File: src/rtl/ex_unit.sv
// ex_unit: execute stage with operand forwarding, ALU, branch resolution and taken-branch counter.
// Optional macro EX_MUL_EN builds the MUL_LAT-cycle multiplier; without it funct 000010 decodes as illegal.
module ex_unit #(
  parameter int unsigned DATA_W  = 32,
  parameter int unsigned REG_AW  = 5,
  parameter int unsigned MUL_LAT = 4,
  parameter int unsigned CNT_W   = 32
) (
  input  logic              clk,
  input  logic              reset,
  input  logic              in_valid,
  output logic              busy,
  input  logic              flush,
  input  logic [DATA_W-1:0] rs_data,
  input  logic [DATA_W-1:0] rt_data,
  input  logic [DATA_W-1:0] imm,
  input  logic [DATA_W-1:0] pc,
  input  logic [REG_AW-1:0] rs_addr,
  input  logic [REG_AW-1:0] rt_addr,
  input  logic [REG_AW-1:0] rd_addr,
  input  logic [1:0]        alu_op,
  input  logic              alu_src,
  input  logic              reg_dst,
  input  logic              branch,
  input  logic [3:0]        ctrl_in,
  input  logic              fwd_dm_en,
  input  logic              fwd_wb_en,
  input  logic [REG_AW-1:0] fwd_dm_addr,
  input  logic [REG_AW-1:0] fwd_wb_addr,
  input  logic [DATA_W-1:0] fwd_dm_data,
  input  logic [DATA_W-1:0] fwd_wb_data,
  output logic              out_valid,
  output logic              branch_taken,
  output logic              zero,
  output logic              illegal,
  output logic [DATA_W-1:0] result,
  output logic [DATA_W-1:0] store_data,
  output logic [DATA_W-1:0] branch_target,
  output logic [REG_AW-1:0] dest,
  output logic [3:0]        ctrl_out,
  output logic [CNT_W-1:0]  branch_count
);

  localparam int unsigned CTRL_W = 4;
  localparam int unsigned FN_W   = 6;
  localparam int unsigned LAT_W  = 4;
  localparam logic [FN_W-1:0] FN_ADD = 6'd0;
  localparam logic [FN_W-1:0] FN_SUB = 6'd1;
  localparam logic [FN_W-1:0] FN_AND = 6'd3;
  localparam logic [FN_W-1:0] FN_OR  = 6'd4;
  localparam logic [FN_W-1:0] FN_SLT = 6'd5;

  if (MUL_LAT < 1 || MUL_LAT > 16) begin : g_lat_check
    $error("ex_unit: MUL_LAT must be in 1..16");
  end

  logic [DATA_W-1:0] op_a, op_b, rt_fwd, alu_res;
  logic              alu_ill, dm_rs, wb_rs, dm_rt, wb_rt;
  logic [REG_AW-1:0] dest_sel;
  logic [FN_W-1:0]   funct;

  logic              out_valid_d, taken_d, zero_d, illegal_d;
  logic [DATA_W-1:0] result_d, store_d, target_d;
  logic [REG_AW-1:0] dest_d;
  logic [CTRL_W-1:0] ctrl_d;
  logic [CNT_W-1:0]  count_d;

`ifdef EX_MUL_EN
  localparam logic [FN_W-1:0] FN_MUL = 6'd2;
  typedef enum logic {S_IDLE = 1'b0, S_MUL = 1'b1} state_t;
  state_t            state_q, state_d;
  logic [LAT_W-1:0]  cnt_q, cnt_d;
  logic [DATA_W-1:0] mul_a_q, mul_a_d, mul_b_q, mul_b_d;
  logic [REG_AW-1:0] mul_dest_q, mul_dest_d;
  logic [CTRL_W-1:0] mul_ctrl_q, mul_ctrl_d;
  logic              is_mul;
`endif

  // Forwarding: EX/DM beats DM/WB, register 0 is never forwarded.
  always_comb begin : fwd_mux
    dm_rs    = fwd_dm_en && (rs_addr != '0) && (fwd_dm_addr == rs_addr);
    wb_rs    = fwd_wb_en && (rs_addr != '0) && (fwd_wb_addr == rs_addr);
    dm_rt    = fwd_dm_en && (rt_addr != '0) && (fwd_dm_addr == rt_addr);
    wb_rt    = fwd_wb_en && (rt_addr != '0) && (fwd_wb_addr == rt_addr);
    op_a     = dm_rs ? fwd_dm_data : (wb_rs ? fwd_wb_data : rs_data);
    rt_fwd   = dm_rt ? fwd_dm_data : (wb_rt ? fwd_wb_data : rt_data);
    op_b     = (alu_src || alu_op == 2'b00) ? imm : rt_fwd;
    dest_sel = reg_dst ? rd_addr : rt_addr;
    funct    = imm[FN_W-1:0];
  end

  // Single-cycle ALU; illegal encodings yield zero.
  always_comb begin : alu
    alu_res = '0;
    alu_ill = 1'b0;
`ifdef EX_MUL_EN
    is_mul  = 1'b0;
`endif
    case (alu_op)
      2'b00: alu_res = op_a + op_b;
      2'b01: alu_res = op_a - op_b;
      2'b10: begin
        case (funct)
          FN_ADD:  alu_res = op_a + op_b;
          FN_SUB:  alu_res = op_a - op_b;
          FN_AND:  alu_res = op_a & op_b;
          FN_OR:   alu_res = op_a | op_b;
          FN_SLT:  alu_res = DATA_W'($signed(op_a) < $signed(op_b));
`ifdef EX_MUL_EN
          FN_MUL:  is_mul = 1'b1;
`endif
          default: alu_ill = 1'b1;
        endcase
      end
      default: alu_ill = 1'b1;
    endcase
  end

  // Next-state and next-output decode; control outputs default low, data outputs hold.
  always_comb begin : next_out
    out_valid_d = 1'b0;
    ctrl_d      = '0;
    taken_d     = 1'b0;
    illegal_d   = 1'b0;
    result_d    = result;
    store_d     = store_data;
    target_d    = branch_target;
    dest_d      = dest;
    zero_d      = zero;
    count_d     = branch_count;
`ifdef EX_MUL_EN
    state_d     = state_q;
    cnt_d       = cnt_q;
    mul_a_d     = mul_a_q;
    mul_b_d     = mul_b_q;
    mul_dest_d  = mul_dest_q;
    mul_ctrl_d  = mul_ctrl_q;
    if (flush) begin
      state_d = S_IDLE;
    end else if (state_q == S_MUL) begin
      // Result is published in the last MUL cycle (count reaches 0).
      if (cnt_q == LAT_W'(1)) begin
        out_valid_d = 1'b1;
        result_d    = DATA_W'(mul_a_q * mul_b_q);
        dest_d      = mul_dest_q;
        ctrl_d      = mul_ctrl_q;
      end
      if (cnt_q == '0) state_d = S_IDLE;
      else             cnt_d   = cnt_q - LAT_W'(1);
    end else if (in_valid && is_mul) begin
      state_d    = S_MUL;
      cnt_d      = LAT_W'(MUL_LAT - 1);
      mul_a_d    = op_a;
      mul_b_d    = op_b;
      mul_dest_d = dest_sel;
      mul_ctrl_d = ctrl_in;
      if (MUL_LAT == 1) begin
        out_valid_d = 1'b1;
        result_d    = DATA_W'(op_a * op_b);
        dest_d      = dest_sel;
        ctrl_d      = ctrl_in;
      end
    end else
`endif
    if (!flush && in_valid) begin
      out_valid_d = 1'b1;
      ctrl_d      = ctrl_in;
      result_d    = alu_res;
      illegal_d   = alu_ill;
      store_d     = rt_fwd;
      dest_d      = dest_sel;
      zero_d      = (op_a == op_b);
      target_d    = pc;
      if (branch && (op_a == op_b)) begin
        taken_d  = 1'b1;
        target_d = imm;
        if (~&branch_count) count_d = branch_count + CNT_W'(1);
      end
    end
  end

  always_ff @(posedge clk or negedge reset) begin : out_regs
    if (!reset) begin
      out_valid     <= 1'b0;
      ctrl_out      <= '0;
      branch_taken  <= 1'b0;
      illegal       <= 1'b0;
      result        <= '0;
      store_data    <= '0;
      branch_target <= '0;
      dest          <= '0;
      zero          <= 1'b0;
      branch_count  <= '0;
    end else begin
      out_valid     <= out_valid_d;
      ctrl_out      <= ctrl_d;
      branch_taken  <= taken_d;
      illegal       <= illegal_d;
      result        <= result_d;
      store_data    <= store_d;
      branch_target <= target_d;
      dest          <= dest_d;
      zero          <= zero_d;
      branch_count  <= count_d;
    end
  end

`ifdef EX_MUL_EN
  always_ff @(posedge clk or negedge reset) begin : mul_regs
    if (!reset) begin
      state_q    <= S_IDLE;
      cnt_q      <= '0;
      mul_a_q    <= '0;
      mul_b_q    <= '0;
      mul_dest_q <= '0;
      mul_ctrl_q <= '0;
      busy       <= 1'b0;
    end else begin
      state_q    <= state_d;
      cnt_q      <= cnt_d;
      mul_a_q    <= mul_a_d;
      mul_b_q    <= mul_b_d;
      mul_dest_q <= mul_dest_d;
      mul_ctrl_q <= mul_ctrl_d;
      busy       <= (state_d == S_MUL);
    end
  end
`else
  assign busy = 1'b0;
`endif

endmodule

File: config.mk
export PLATFORM = sky130hd
export DESIGN_NAME = ex_unit
export DESIGN_NICKNAME = d
export VERILOG_FILES = /design/src/rtl/ex_unit.sv
export SDC_FILE = /design/constraint.sdc
export NUM_CORES = 1
export LEC_CHECK = 0
export ABC_AREA = 0
export BUFFER_PORTS_ARGS = -buffer_cell sky130_fd_sc_hd__buf_4
export CAP_MARGIN = 10
export CORE_MARGIN = 2
export CORE_UTILIZATION = 49
export CTS_BUF_LIST = sky130_fd_sc_hd__clkbuf_8
export CTS_CLUSTER_SIZE = 20
export DETAILED_ROUTE_END_ITERATION = 10
export PLACE_DENSITY = 0.79
export SLEW_MARGIN = 20
export SYNTH_ARGS = -nofsm -noshare
export SYNTH_HDL_FRONTEND = slang
export SYNTH_SLANG_ARGS = --single-unit
export TNS_END_PERCENT = 20
File: constraint.sdc
create_clock -name clk -period 2.3 [get_ports clk]
set_input_delay 0.46 -clock clk [delete_from_list [all_inputs] [get_ports clk]]
set_output_delay 0.46 -clock clk [all_outputs]
set_load 0.02 [all_outputs]
; ---- Word-level counts from Yosys, hierarchy flattened
; Cells that the tools add are included.
[totals]
elab_cells = 64
input_bits = 232
register_bits = 141
out_inout_bits = 142
[classes]
eq_ne = 11
add_sub_neg = 3
bitwise = 3
reduce_logical = 20
n_lt_le_gt_ge = 1
muxes = 16
[op_table]
columns = operator, count
row1 = two-way mux 32 bit, 6
row2 = case mux 32 bit (5 select lines), 1
row3 = case mux 32 bit (3 select lines), 1
row4 = adder 32 x 1 -> 32 bit (second input constant), 1
row5 = adder 32 bit, 1
row6 = AND 32 bit, 1
row7 = equality test 32 bit, 1
row8 = < comparator 32 bit, 1
row9 = OR 32 bit, 1
row10 = AND reduction 32 bit, 1
row11 = subtractor 32 bit, 1
row12 = equality test 5 bit, 4
row13 = equality test 6 x 3 -> 1 bit (second input constant), 2
row14 = logical AND 1 bit, 10
row15 = nonzero test 5 bit, 2
row16 = equality test 6 x 1 -> 1 bit (second input constant), 1
row17 = equality test 6 x 2 -> 1 bit (second input constant), 1
row18 = logical NOT 6 bit, 1
row19 = two-way mux 1 bit, 5
row20 = two-way mux 5 bit, 1
row21 = OR reduction 5 bit, 1
row22 = two-way mux 4 bit, 1
row23 = AND reduction 3 bit, 1
row24 = equality test 2 x 1 -> 1 bit (second input constant), 1
row25 = other kinds (7), 7

; ---- Depth between registers and ports, before layout
[depth]
ltp_word = 10
mapped_depth = 20
mapped_depth_nobuf = 19

; ---- Worst setup path after synthesis
; OpenSTA, ideal clock, no wires.
[synth_path]
kind = input port to flip-flop
from = input port fwd_wb_addr[0]
to = register result[28]
t_required_ns = 2.169
path_buffers = 1
stages = 19
path_slack_ns = -2.425
arrival_ns = 4.594
setup_ns = 0.131
cell_sequence = xor2_1 -> nor4_2 -> clkbuf_1 -> mux2i_1 -> o21ai_0 -> mux2_2 -> ha_1 -> inv_1 -> fa_1 -> nor2b_1 -> o31a_1 -> o221ai_2 -> a211oi_2 -> a21oi_4 -> o41ai_2 -> a221oi_1 -> xnor2_1 -> a222oi_1 -> o21ai_1
[synth_via]
elab_chain_cells = 8
[synth_lines]
columns = item, line_no
row1 = "start, declared", 29  ; input logic [REG_AW-1:0] fwd_wb_addr,
row2 = equality test 5 bit, 84  ; wb_rt = fwd_wb_en && (rt_addr != '0) && (fwd_wb_addr == rt_addr);
row3 = logical AND 1 bit, 84
row4 = two-way mux 32 bit (2 in a row), 86  ; rt_fwd = dm_rt ? fwd_dm_data : (wb_rt ? fwd_wb_data : rt_data);
row5 = two-way mux 32 bit, 87  ; op_b = (alu_src || alu_op == 2'b00) ? imm : rt_fwd;
row6 = "subtractor 32 bit, or another cell as far along", "101, 105"
row7 = case mux 32 bit (5 select lines), 103  ; case (funct)
row8 = case mux 32 bit (3 select lines) (*), 99  ; case (alu_op)
row9 = "end signal, assigned", 199  ; result <= result_d;
row10 = "end, declared", 36  ; output logic [DATA_W-1:0] result,
; Every way passes the cells marked *; elsewhere a longest branch is shown, timed or not.
; A chain may end at the register's enable or synchronous reset.

; ---- Worst setup path after layout
[layout_path]
from = input port rt_addr[2]
to = register result[31]
[layout_via]
elab_chain_cells = 9
[layout_lines]
columns = item, line_no
row1 = "start, declared", 19  ; input logic [REG_AW-1:0] rt_addr,
row2 = nonzero test 5 bit, "83, 84"
row3 = logical AND 1 bit (2 in a row), 84
row4 = two-way mux 32 bit, 86
row5 = two-way mux 32 bit (*), 86
row6 = two-way mux 32 bit (*), 87
row7 = "subtractor 32 bit, or another cell as far along", "101, 105"
row8 = case mux 32 bit (5 select lines), 103
row9 = case mux 32 bit (3 select lines) (*), 99
; Marks and branches as above.

==> reports/metrics.json <==
{
  "status": {
    "outcome": "complete, but fails checks",
    "violations_in_the_final_reports": "setup timing"
  },
  "grt": {
    "pin_count_of_the_biggest_net_entering_global_routing": 70,
    "grt_first_pass_wirelength_um": 89100,
    "global_route.overflow_total": 0,
    "first_global_vias": 15900,
    "groute.usage.overall_pct": 42.9,
    "antenna_found_initial": 1
  },
  "yosys": {
    "synth-seq-area-share_pct": 27.6,
    "postSynthNetCount": 1946,
    "synthesis.area_um2": 12800,
    "synth-xor-area-share_pct": 4.46,
    "synth_compound_gate_area_share_pct": 21.7,
    "post_synth_inst_count": 1603,
    "synth_cell_type_count": 79,
    "yosys_warnings": 0,
    "synth_top_family_by_area": "compound AO/OA/AOI/OAI gates",
    "synth_fa_ha_area_share_pct": 11.0,
    "register_bit_total_from_synthesis": 141,
    "synth-edff-count": 0,
    "post_synthesis_share_of_cell_area_spent_on_and_or_nand_and_nor_gates_pct": 18.1,
    "async_flop_share_pct": 100,
    "syn_avg_cell_area_um2": 7.97,
    "muxShareOfSynthArea_pct": 11.0,
    "yosys_most_used_dff": "sky130_fd_sc_hd__dfrtp_1"
  },
  "power_and_ir_drop": {
    "power-per-cell-area_nw_per_um2": 503,
    "power.sequential.fraction_pct": 27.6,
    "combPwrFrac_pct": 52.6,
    "clk_pwr_share_pct": 19.8,
    "switching_fraction_pct": 41.5,
    "p_int_mw": 6.19,
    "vdd.ir_drop.worst_v": 0.000354,
    "total_leakage_power_nw": 10.5,
    "totalPowerFinal_mw": 10.6,
    "switching_power_mw": 4.39
  },
  "layout": {
    "final_core_utilization_pct": 81.4,
    "fin_nets": 2700,
    "multiInputGateArea_um2": 9830,
    "drive_gt1_share_pct": 46.4,
    "num-fill-cells": 1634,
    "commonest_non_fill_non_tap_cells_in_the_layout": "sky130_fd_sc_hd__buf_4, sky130_fd_sc_hd__nand2_1, sky130_fd_sc_hd__dfrtp_1",
    "final_common_cell": "sky130_fd_sc_hd__buf_4",
    "synthToLayoutAreaGrowth_pct": 64.6,
    "register_area_um2": 3530
  },
  "clock_network": {
    "cts_tree": "done",
    "clk_pin_slew_ps": 110,
    "tritoncts.num_buffers": 17,
    "maximum_clock_path_buffer_count": 2,
    "clock_tree.htree_level_count": 4,
    "clock_sink_count": 141,
    "root_buffer_master": "sky130_fd_sc_hd__clkbuf_8",
    "clock_insertion_delay_worst_skew_ps": 480
  },
  "placement": {
    "globalplace.congestion": 1.03,
    "number_of_input_and_output_port_buffers_inserted": 372,
    "dp.final_hpwl_um": 47300,
    "worst_setup_slack_before_clock_tree_synthesis_ps": -2910
  },
  "worst_setup_path": {
    "r2r-end": "branch_count[27]",
    "timing.critical_path.to_type": "register",
    "worst_setup_path_start_kind": "input port",
    "arrival_ps": 4790,
    "timing.critical_path.slowest_stage_cell": "sky130_fd_sc_hd__or4_4",
    "timing.critical_path.fanout_max": 6,
    "critical_path.cell_chain": "buf_8 -> or4_4 -> nor2_4 -> nor4_4 -> buf_6 -> clkbuf_16 -> mux2i_1 -> o21ai_2 -> mux2i_4 -> ha_1 -> nor2b_2 -> o2111ai_2 -> nand3_2 -> nand2_4 -> o31ai_4 -> a41oi_2 -> a31oi_2 -> nand4_1 -> o311a_1 -> a211oi_2",
    "worst_path_largest_cell_delay_ps": 540,
    "crit_required_ps": 2680,
    "timing.rr.start": "branch_count[13]",
    "timing.setup.critical_path_class": "in -> reg",
    "timing.reg2reg.worst_path_depth": 10,
    "reg2reg_slack_ps": -320
  },
  "timing": {
    "grt_setup_unrepaired": "yes",
    "fin_ws_ps": -2110,
    "fin_crit_sh_pct": 192,
    "hold_violations": 0,
    "final.setup_skew_ps": 29.8,
    "timing.final.crit_period_ps": 4410,
    "timing.final.setup_violations": 98,
    "pins_over_slew_limit": 0,
    "tightestPinTransition_ps": 680,
    "max_clock_freq_mhz": 227,
    "fin_worst_hold_slack_ps": 189,
    "maxSlewHeadroom_pct": 54.6
  },
  "floorplanning": {
    "rows": 59,
    "die_area_um2": 27400,
    "die_w_um": 165,
    "die_h_um": 165,
    "ioPinCount": 374,
    "initial_core_util_pct": 49.4,
    "core_region_area_um2": 25800
  },
  "route": {
    "wl_met2_um": 28400,
    "totalWireLength_um": 64000,
    "via_count": 16600,
    "route.detailed.drc": 0,
    "route.top_layer_used": "met4",
    "first_pass_iters": 7,
    "ant_nets": 0,
    "met3RoutedLength_um": 7650,
    "detail_route.iter0.violations": 2002,
    "drt-vias-per-instance": 6.15,
    "detail_route.wl_per_cell_um": 23.6,
    "route.layer.met1.wl_um": 23800
  },
  "flow_run": {
    "timing.max_cap.violations": 0
  },
  "min_path": {
    "min_delay_worst_endpoint": "ctrl_out[3]",
    "hold-path-cell-count": 2,
    "hold_path.class": "in -> reg",
    "holdCritStartpoint": "ctrl_in[3]"
  }
}
-- synth_stat cells (8+ instances only) --
cell type,count,area [um^2]
sky130_fd_sc_hd__nand2_1,298,1120
sky130_fd_sc_hd__o21ai_0,178,891
sky130_fd_sc_hd__dfrtp_1,141,3530
sky130_fd_sc_hd__ha_1,109,1360
sky130_fd_sc_hd__mux2i_1,108,1080
sky130_fd_sc_hd__inv_1,97,364
sky130_fd_sc_hd__a21oi_1,76,380
sky130_fd_sc_hd__nor2_1,73,274
sky130_fd_sc_hd__clkbuf_1,65,244
sky130_fd_sc_hd__xnor2_1,44,385
sky130_fd_sc_hd__mux2_2,29,327
sky130_fd_sc_hd__nand3_1,29,145
sky130_fd_sc_hd__a22oi_1,23,173
sky130_fd_sc_hd__xor2_1,21,184
sky130_fd_sc_hd__a21o_1,20,150
sky130_fd_sc_hd__nand4_1,20,125
sky130_fd_sc_hd__buf_2,19,95.1
sky130_fd_sc_hd__nor3_1,18,90.1
sky130_fd_sc_hd__a221o_1,15,150
sky130_fd_sc_hd__and3_1,15,93.8
sky130_fd_sc_hd__nand2b_1,14,87.6
sky130_fd_sc_hd__o221ai_1,13,114
sky130_fd_sc_hd__nor2b_1,12,75.1
sky130_fd_sc_hd__a211oi_1,10,75.1
sky130_fd_sc_hd__nor4_1,10,62.6
sky130_fd_sc_hd__and2_1,8,50.1
sky130_fd_sc_hd__o211ai_1,8,60.1
sky130_fd_sc_hd__o21a_1,8,60.1
-- routing by layer --
layer	GRT usage [%]	up-vias
met5	0	-
met4	20.0	0
met3	12.0	349
met2	68.2	1174
met1	54.1	7983
li1	-	7139
-- registers in the layout, summed over array words and instances, names as in the netlist, 4 cells and up --
name           count
store_data        32
ctrl_out           4
result            32
dest               5
branch_count      32
branch_target     32
-- kinds of logic (layout without fill, tap and decap cells) --
logic type                 Yosys count  count (layout)
AOI/OAI and AO/OA                  434             434
xor gates and xnor gates            65              65
adders and majority gates          111             111
buffers and inverters              195             962
DFF                                141             141
muxes                              137             137
other                                1               3
and+or+nand+nor                    519             519
-- critical path: cells and delay by family --
family                     cells  cell delay (ps)
AOI/OAI and AO/OA              7             1880
adders and majority gates      1              390
buffers and inverters          3              430
muxes                          2              320
and+or+nand+nor                7             1300
-- what timing repair did --
action,4_1_cts,5_1_grt
setup endpoints to repair,98,98
gates cloned,1,3
resized for setup,153,136
hold buffers,1,0
pin swaps,56,57
hold endpoints to repair,44,0
setup buffers,17,18
-- cell type report --
| cell class | instances | share of cell area [%] |
|---|---|---|
| Inverter | 99 | 1.77 |
| Sequential cell | 141 | 16.8 |
| Clock buffer | 18 | 1.18 |
| Tap cell | 335 | 1.99 |
| Multi-Input combinational cell | 1267 | 46.8 |
| Antenna cell | 2 | 0.0238 |
| Timing Repair Buffer | 831 | 30.9 |
| Clock inverter | 14 | 0.589 |
-- worst max-delay path by stage --
stage	startpoint	to	slack [ps]	cells past startpoint
after CTS	rt_addr[1]	result[28]	-1910	22
after floorplan	fwd_wb_addr[4]	result[28]	-2040	20
after detailed placement	fwd_wb_addr[2]	branch_count[25]	-2910	21
final	rt_addr[2]	result[31]	-2110	20
after global placement	rs_addr[3]	result[28]	-2880	18
after global routing	rt_addr[2]	result[31]	-2120	20
-- metrics by stage --
step,area (um^2),instances,setup TNS (ps)
2_1_floorplan,13000,1603,-154780
3_3_place_gp,19100,2633,-256480
3_5_place_dp,19100,2634,-256050
4_1_cts,20200,2685,-148720
5_1_grt,21000,2706,-174550
6_report,21000,2707,-164150
-- power by group through the flow --
stage | sequential, mW | clock [mW] | combinational [mW]
final | 2.92 | 2.09 | 5.57
after global routing | 2.94 | 2.17 | 5.85
after CTS | 2.91 | 2.07 | 5.11
after detailed placement | 2.95 | 0 | 4.79
after global placement | 2.94 | 0 | 4.72
after floorplan | 3.27 | 0 | 1.97
(Power assumes the default switching activity.)
